### src/rtl/bisection_search_ctrl_if.sv
// Handshake/bus bundle between the control sequencer (master) and the
// bisection controller (slave), including the bias-DAC and Q-ADC sides.
interface bisection_search_ctrl_if #(
  parameter int WIDTH    = 10,
  parameter int MAX_ITER = 12
);
  localparam int IW = $clog2(MAX_ITER + 1);

  logic             start;
  logic             abort;
  logic [WIDTH-1:0] lo_bound;
  logic [WIDTH-1:0] hi_bound;
  logic [WIDTH-1:0] desired_q;
  logic [WIDTH-1:0] measured_q;
  logic             meas_valid;
  logic [WIDTH-1:0] i_ref;
  logic             busy;
  logic             done;
  logic             converged;
  logic             fail;
  logic [IW-1:0]    iter_cnt;

  modport master (
    output start, abort, lo_bound, hi_bound, desired_q, measured_q, meas_valid,
    input  i_ref, busy, done, converged, fail, iter_cnt
  );

  modport slave (
    input  start, abort, lo_bound, hi_bound, desired_q, measured_q, meas_valid,
    output i_ref, busy, done, converged, fail, iter_cnt
  );
endinterface

### src/rtl/bisection_search_ctrl.sv
// Bisection search of i_ref within [lo_bound,hi_bound] until |measured_q-desired_q| <= TOL.
// Optional macro BISECT_TRACK_EN: after convergence, keep watching Q and auto-restart on drift.
module bisection_search_ctrl #(
  parameter int WIDTH    = 10,
  parameter int TOL      = 30,
  parameter int MAX_ITER = 12,
  parameter int SETTLE   = 4
) (
  input  logic                    clk,
  input  logic                    rst,
  bisection_search_ctrl_if.slave  bus
);

  localparam int IW = $clog2(MAX_ITER + 1);
  localparam int SW = (SETTLE > 0) ? $clog2(SETTLE + 1) : 1;

  localparam logic [2:0] S_IDLE  = 3'd0;
  localparam logic [2:0] S_DRIVE = 3'd1;
  localparam logic [2:0] S_WAIT  = 3'd2;
  localparam logic [2:0] S_EVAL  = 3'd3;
  localparam logic [2:0] S_DONE  = 3'd4;
`ifdef BISECT_TRACK_EN
  localparam logic [2:0] S_TRACK = 3'd5;
  localparam logic [WIDTH:0] TOL2_C = (WIDTH+1)'(2 * TOL);
`endif

  localparam logic [WIDTH:0]   TOL_C    = (WIDTH+1)'(TOL);
  localparam logic [IW-1:0]    MAX_C    = IW'(MAX_ITER);
  localparam logic [SW-1:0]    SETTLE_C = SW'(SETTLE);

  // Midpoint in WIDTH+1 bits so a+b never overflows.
  function automatic logic [WIDTH-1:0] midpoint(input logic [WIDTH-1:0] a,
                                                input logic [WIDTH-1:0] b);
    return WIDTH'(({1'b0, a} + {1'b0, b}) >> 1);
  endfunction

  function automatic logic [WIDTH:0] abs_err(input logic [WIDTH-1:0] m,
                                             input logic [WIDTH-1:0] q);
    logic signed [WIDTH:0] d;
    d = $signed({1'b0, m}) - $signed({1'b0, q});
    return (d < 0) ? $unsigned(-d) : $unsigned(d);
  endfunction

  logic [2:0]       r_state;
  logic [WIDTH-1:0] r_a;
  logic [WIDTH-1:0] r_b;
  logic [WIDTH-1:0] r_iref;
  logic [WIDTH-1:0] r_meas;
  logic [SW-1:0]    r_settle;
  logic [IW-1:0]    r_iter;
  logic             r_busy;
  logic             r_done;
  logic             r_conv;
  logic             r_fail;
`ifdef BISECT_TRACK_EN
  logic [WIDTH-1:0] r_lo_s;
  logic [WIDTH-1:0] r_hi_s;
  logic [WIDTH:0]   w_err_live;
`endif

  logic [WIDTH-1:0] w_mid;
  logic [WIDTH:0]   w_err_eval;
  logic [IW-1:0]    w_iter_nx;
  logic [WIDTH-1:0] w_span;
  logic             w_rest;
  logic             w_accept;
  logic             w_abort;

  assign w_mid      = midpoint(r_a, r_b);
  assign w_err_eval = abs_err(r_meas, bus.desired_q);
  assign w_iter_nx  = r_iter + IW'(1);
  assign w_span     = r_b - r_a;

`ifdef BISECT_TRACK_EN
  assign w_err_live = abs_err(bus.measured_q, bus.desired_q);
  assign w_rest     = (r_state == S_IDLE) || (r_state == S_TRACK);
  assign w_abort    = bus.abort && ((r_state == S_DRIVE) || (r_state == S_WAIT) ||
                                    (r_state == S_EVAL)  || (r_state == S_TRACK));
`else
  assign w_rest     = (r_state == S_IDLE);
  assign w_abort    = bus.abort && ((r_state == S_DRIVE) || (r_state == S_WAIT) ||
                                    (r_state == S_EVAL));
`endif
  // Abort outranks a simultaneous start.
  assign w_accept = w_rest && bus.start && !bus.abort;

  always_ff @(posedge clk or negedge rst) begin
    if (!rst) begin
      r_state  <= S_IDLE;
      r_a      <= '0;
      r_b      <= '0;
      r_iref   <= '0;
      r_settle <= '0;
      r_iter   <= '0;
      r_busy   <= 1'b0;
      r_done   <= 1'b0;
      r_conv   <= 1'b0;
      r_fail   <= 1'b0;
`ifdef BISECT_TRACK_EN
      r_lo_s   <= '0;
      r_hi_s   <= '0;
`endif
    end else begin
      r_done <= 1'b0;
      if (w_abort) begin
        r_state <= S_IDLE;
        r_busy  <= 1'b0;
      end else if (w_accept) begin
        r_a    <= bus.lo_bound;
        r_b    <= bus.hi_bound;
        r_iter <= '0;
        r_conv <= 1'b0;
`ifdef BISECT_TRACK_EN
        r_lo_s <= bus.lo_bound;
        r_hi_s <= bus.hi_bound;
`endif
        if (bus.lo_bound > bus.hi_bound) begin
          r_fail  <= 1'b1;
          r_busy  <= 1'b0;
          r_done  <= 1'b1;
          r_state <= S_DONE;
        end else begin
          r_fail  <= 1'b0;
          r_busy  <= 1'b1;
          r_state <= S_DRIVE;
        end
      end else begin
        case (r_state)
          S_DRIVE: begin
            r_iref   <= w_mid;
            r_settle <= SETTLE_C;
            r_state  <= S_WAIT;
          end
          S_WAIT: begin
            if (r_settle != '0) begin
              r_settle <= r_settle - SW'(1);
            end else if (bus.meas_valid) begin
              r_state <= S_EVAL;
            end
          end
          S_EVAL: begin
            r_iter <= w_iter_nx;
            if (w_err_eval <= TOL_C) begin
              r_conv  <= 1'b1;
              r_busy  <= 1'b0;
              r_done  <= 1'b1;
              r_state <= S_DONE;
            end else if ((w_iter_nx == MAX_C) || (w_span <= WIDTH'(1))) begin
              r_fail  <= 1'b1;
              r_busy  <= 1'b0;
              r_done  <= 1'b1;
              r_state <= S_DONE;
            end else begin
              // Monotonic plant: Q too low means the answer lies above i_ref.
              if (bus.desired_q > r_meas) r_a <= r_iref;
              else                        r_b <= r_iref;
              r_state <= S_DRIVE;
            end
          end
`ifdef BISECT_TRACK_EN
          S_DONE: r_state <= r_conv ? S_TRACK : S_IDLE;
          S_TRACK: begin
            if (bus.meas_valid && (w_err_live > TOL2_C)) begin
              r_a     <= r_lo_s;
              r_b     <= r_hi_s;
              r_iter  <= '0;
              r_conv  <= 1'b0;
              r_busy  <= 1'b1;
              r_state <= S_DRIVE;
            end
          end
`else
          S_DONE: r_state <= S_IDLE;
`endif
          default: r_state <= S_IDLE;
        endcase
      end
    end
  end

  // Measurement capture register; data only, so no reset.
  always_ff @(posedge clk) begin
    if ((r_state == S_WAIT) && (r_settle == '0) && bus.meas_valid)
      r_meas <= bus.measured_q;
  end

  assign bus.i_ref     = r_iref;
  assign bus.busy      = r_busy;
  assign bus.done      = r_done;
  assign bus.converged = r_conv;
  assign bus.fail      = r_fail;
  assign bus.iter_cnt  = r_iter;

endmodule
### src/flat_wrapper.sv
// flat-port wrapper written by rule: the top's interface ports become plain ports
module bisection_search_ctrl_flat 
#(
  parameter int WIDTH    = 10,
  parameter int TOL      = 30,
  parameter int MAX_ITER = 12,
  parameter int SETTLE   = 4
)
  (clk, rst, bus_start, bus_abort, bus_lo_bound, bus_hi_bound, bus_desired_q, bus_measured_q, bus_meas_valid, bus_i_ref, bus_busy, bus_done, bus_converged, bus_fail, bus_iter_cnt);
  bisection_search_ctrl_if #(.WIDTH(WIDTH), .MAX_ITER(MAX_ITER)) bus_i ();
  input  logic clk;
  input  logic rst;
  input wire logic [$bits(bus_i.start)-1:0] bus_start;
  input wire logic [$bits(bus_i.abort)-1:0] bus_abort;
  input wire logic [$bits(bus_i.lo_bound)-1:0] bus_lo_bound;
  input wire logic [$bits(bus_i.hi_bound)-1:0] bus_hi_bound;
  input wire logic [$bits(bus_i.desired_q)-1:0] bus_desired_q;
  input wire logic [$bits(bus_i.measured_q)-1:0] bus_measured_q;
  input wire logic [$bits(bus_i.meas_valid)-1:0] bus_meas_valid;
  output wire logic [$bits(bus_i.i_ref)-1:0] bus_i_ref;
  output wire logic [$bits(bus_i.busy)-1:0] bus_busy;
  output wire logic [$bits(bus_i.done)-1:0] bus_done;
  output wire logic [$bits(bus_i.converged)-1:0] bus_converged;
  output wire logic [$bits(bus_i.fail)-1:0] bus_fail;
  output wire logic [$bits(bus_i.iter_cnt)-1:0] bus_iter_cnt;
  assign bus_i.start = bus_start;
  assign bus_i.abort = bus_abort;
  assign bus_i.lo_bound = bus_lo_bound;
  assign bus_i.hi_bound = bus_hi_bound;
  assign bus_i.desired_q = bus_desired_q;
  assign bus_i.measured_q = bus_measured_q;
  assign bus_i.meas_valid = bus_meas_valid;
  assign bus_i_ref = bus_i.i_ref;
  assign bus_busy = bus_i.busy;
  assign bus_done = bus_i.done;
  assign bus_converged = bus_i.converged;
  assign bus_fail = bus_i.fail;
  assign bus_iter_cnt = bus_i.iter_cnt;
  bisection_search_ctrl #(.WIDTH(WIDTH), .TOL(TOL), .MAX_ITER(MAX_ITER), .SETTLE(SETTLE)) u_core (.clk(clk), .rst(rst), .bus(bus_i));
endmodule
### config.mk
export PLATFORM = sky130hd
export DESIGN_NAME = bisection_search_ctrl_flat
export DESIGN_NICKNAME = d
export VERILOG_FILES = /design/src/rtl/bisection_search_ctrl_if.sv /design/src/rtl/bisection_search_ctrl.sv /design/src/flat_wrapper.sv
export SDC_FILE = /design/constraint.sdc
export NUM_CORES = 1
export LEC_CHECK = 0
export CORE_UTILIZATION = 55
export CTS_CLUSTER_SIZE = 10
export DETAILED_ROUTE_END_ITERATION = 6
export GPL_TIMING_DRIVEN = 0
export PLACE_DENSITY_LB_ADDON = 0.1
export SLEW_MARGIN = 20
export SYNTH_ARGS = -nofsm -noshare
export SYNTH_HDL_FRONTEND = slang
export SYNTH_SLANG_ARGS = --single-unit
### constraint.sdc
create_clock -name clk -period 7.01 [get_ports clk]
set_input_delay 1.7525 -clock clk [delete_from_list [all_inputs] [get_ports clk]]
set_output_delay 1.7525 -clock clk [all_outputs]
set_load 0.05 [all_outputs]
==> out/metrics.csv <==
stage,metric,value,unit
synthesis,fraction of registers with async set/reset,81.5,%
power,worst vdd ir,0.202,mV
worst_setup_path,WS Path Type,input pin to flip-flop,
timing,Slew HR,56.0,%
place,detailed-placement wirelength estimate,8.32,mm
power,PwrDens,293,mW/mm^2
clock_network,CTS resizes,0,
synthesis,"top cells by area, synth","dfrtp_1, ha_1, edfxtp_1, a21oi_1, inv_1",
synthesis,Synth Cell Area,0.00414,mm^2
place,DP Worst Slack,1.26,ns
clock_network,Post-CTS Setup Bufs,0,
finish,post-layout util,69.4,%
finish,synthesis-to-finish area growth,21.5,%
synthesis,Post-Synth Simple-Gate Area,14.6,%
floorplan,Initial Util,57.1,%
synthesis,Post-synth EDFFs,10,
global_route,GRT overflow,0,
place,IO buf count,62,
finish,post-layout net count,641,
timing,Final WS setup,1.49,ns
synthesis,Synth Register Bits,54,
global_route,largest net degree at the start of global routing,24,
worst_setup_path,critical path data arrival time,5.76,ns
global_route,number of global-route vias before repair,3847,
detailed_routing,DR DRC count,0,
global_route,grt met1 use,38.0,%
detailed_routing,router iterations before antenna repair,5,
place,GPL Wtd Cong,0.951,
synthesis,syn_nets,570,
timing,final period utilization,78.7,%
worst_setup_path,CP startpoint kind,input pin,
clock_network,clock latency on the worst-skew pair,0.32,ns
floorplan,Die Y,88.8,um
clock_network,cts hold-fix bufs,0,
timing,"Setup violations, final",0,
synthesis,largest family of logic cells by synthesized area,compound AO/OA/AOI/OAI gates,
synthesis,Commonest cells post-synth,"inv_1, a21oi_1, dfrtp_1, ha_1, nand2_1",
detailed_routing,drt total wl,11.3,mm
synthesis,"count leader, synth",inv_1,
synthesis,share of the synthesized area in the top cell type,26.6,%
timing,RSZ-0062 raised after global routing,false,
power,Design Power,1.48,mW
synthesis,mux share of post-synthesis cell area,0.755,%
global_route,GRT Util Overall,30.3,%
global_route,initial antenna violation count,0,
synthesis,compound-cell area share of the yosys netlist,26.4,%
detailed_routing,Via density,6.06,
timing,Post-Route Skew,0.00935,ns
clock_network,H-tree levels,2,
power,Leak,2.25,nW
synthesis,register area share after synthesis,33.8,%
finish,fill cell count,608,
synthesis,post-synthesis cell type count,61,
synthesis,Yosys Warn Count,0,
finish,ratio of cells with drive above 1 in the final layout,4.90,%
clock_network,Root Buffer,clkbuf_8,
timing,Final min period,5.52,ns
flow_run,max-cap viol count,0,
detailed_routing,Final ANT Viol Nets,0,
clock_network,clock sink count,54,
synthesis,synthesized instance count,479,
timing,worst-margin pin slew,0.660,ns
synthesis,Main synth FF type,dfrtp_1,
timing,setup_tns,0,ns
synthesis,Post-Synth Adder-Cell Area,14.4,%
global_route,met3 usage,7.56,%
clock_network,clock slew at reported path FFs,0.11,ns
global_route,gr busiest metal,met2,
timing,final hold violations,0,
hold_path,Worst Hold Class,flip-flop to flip-flop,
detailed_routing,drt wl/cell,17.4,um
global_route,first-pass GRT wire length,18.3,mm
timing,maximum clock frequency,181,MHz
worst_setup_path,crit-path max FO,10,
clock_network,CTS tree,built,
floorplan,Die ar.,0.00788,mm^2
synthesis,post-synth top area cell,dfrtp_1,
synthesis,Mean Syn Cell Area,8.65,um^2
worst_setup_path,Crit. End Element,flip-flop,
status,status,"complete, no violations",
clock_network,CTS buffer count,5,
floorplan,# rows,31,
floorplan,width of the die,88.8,um
clock_network,worst-case clock buffer depth,2,
global_route,GRT met2 Usage,52.1,%
finish,diodes inserted,0,
detailed_routing,iteration-0 DRC count of the detailed router,393,
detailed_routing,vias,3938,
floorplan,Core Area,0.00725,mm^2
timing,final count of pins violating max slew,0,
floorplan,I/O pin cnt,63,
timing,Worst Hold Slack,0.523,ns
worst_setup_path,WP data required,7.25,ns
synthesis,xor and xnor area share after synthesis,3.17,%
cell type report:
cell class	count	area, um^2	area share [%]
timing repair buffer	64	651	12.9
buffer	18	83.8	1.67
inverter	53	199	3.95
tap	99	124	2.46
sequential	54	1400	27.8
multi-input combinational	354	2460	48.9
clock inverter	3	43.8	0.870
clock buffer	5	68.8	1.37
worst paths after layout:
check	startpoint	end	slack, ns	cells past startpoint
worst min register to register	u_core.r_settle[1]$_DFFE_PN0P_	u_core.r_settle[1]$_DFFE_PN0P_	0.52	1
min in group asynchronous	rst	u_core.r_a[0]$_DFFE_PN0P_	1.43	1
worst max-delay path	bus_desired_q[0]	u_core.r_a[2]$_DFFE_PN0P_	1.49	14
worst min-delay path	u_core.r_settle[1]$_DFFE_PN0P_	u_core.r_settle[1]$_DFFE_PN0P_	0.52	1
worst max register to register	u_core.r_meas[0]$_DFFE_PP_	u_core.r_a[2]$_DFFE_PN0P_	2.93	14
max in group asynchronous	rst	u_core.r_b[5]$_DFFE_PN0P_	5.03	2
layer usage:
layer | routed length (um) | vias up
met5 | 0 | -
met4 | 169 | 0
met3 | 1030 | 20
met2 | 5400 | 190
met1 | 4710 | 1866
li1 | - | 1862
power breakdown:
group / leakage, nW / switching (mW) / internal [mW] / total, mW
clock: 0.0585 / 0.120 / 0.108 / 0.228
sequential: 0.632 / 0.0776 / 0.396 / 0.474
combinational: 1.56 / 0.465 / 0.311 / 0.776
total: 2.25 / 0.663 / 0.815 / 1.48
worst max-delay path, cell delays in order:
cell and delay (ns):
clkdlybuf4s50_1 0.46, ha_1 0.18, inv_1 0.06, fa_1 0.45, a21o_1 0.19, a221oi_1 0.46, xnor2_1 0.28, o211a_2 0.31
mux2i_1 0.09, a2bb2oi_1 0.25, o31a_1 0.33, clkbuf_1 0.54, a31oi_1 0.19, a21oi_1 0.20
state kept, by name, summed over array words and instances (netlist names), 3 cells and up:
name,count
u_core.r_a,10
u_core.r_settle,3
u_core.bus.iter_cnt,4
u_core.r_b,10
u_core.bus.i_ref,10
u_core.r_meas,10
u_core.r_state,3
metrics by stage:
step / instance area [um^2] / cells
finish: 5030 / 650
CTS: 5030 / 650
detailed placement: 4920 / 642
global placement: 4890 / 640
floorplan: 4140 / 479
global route: 5030 / 650
cell families (layout without fill, tap and decap cells):
logic type | Yosys count | after routing
muxes | 3 | 3
DFF | 54 | 54
and+or+nand+nor | 128 | 128
adders and majority gates | 46 | 46
xor gates and xnor gates | 15 | 15
buffers and inverters | 71 | 143
AOI/OAI and AO/OA | 162 | 162
cells in the final DEF (no fill, tap or decap), types with 5 or more instances in the layout:
cell,n
clkdlybuf4s50_1,61
inv_1,53
nor2b_1,5
clkbuf_1,14
a31oi_1,14
o211ai_1,6
a21o_1,11
clkbuf_8,5
nand3_1,8
nand2_1,42
a221o_1,10
dfrtp_1,44
a22oi_1,5
edfxtp_1,10
a21oi_1,45
nand4_1,5
ha_1,43
nor2_1,38
xnor2_1,12
nor3_1,8
o21ai_0,36
Note: power is estimated with default switching activity, not from simulation.
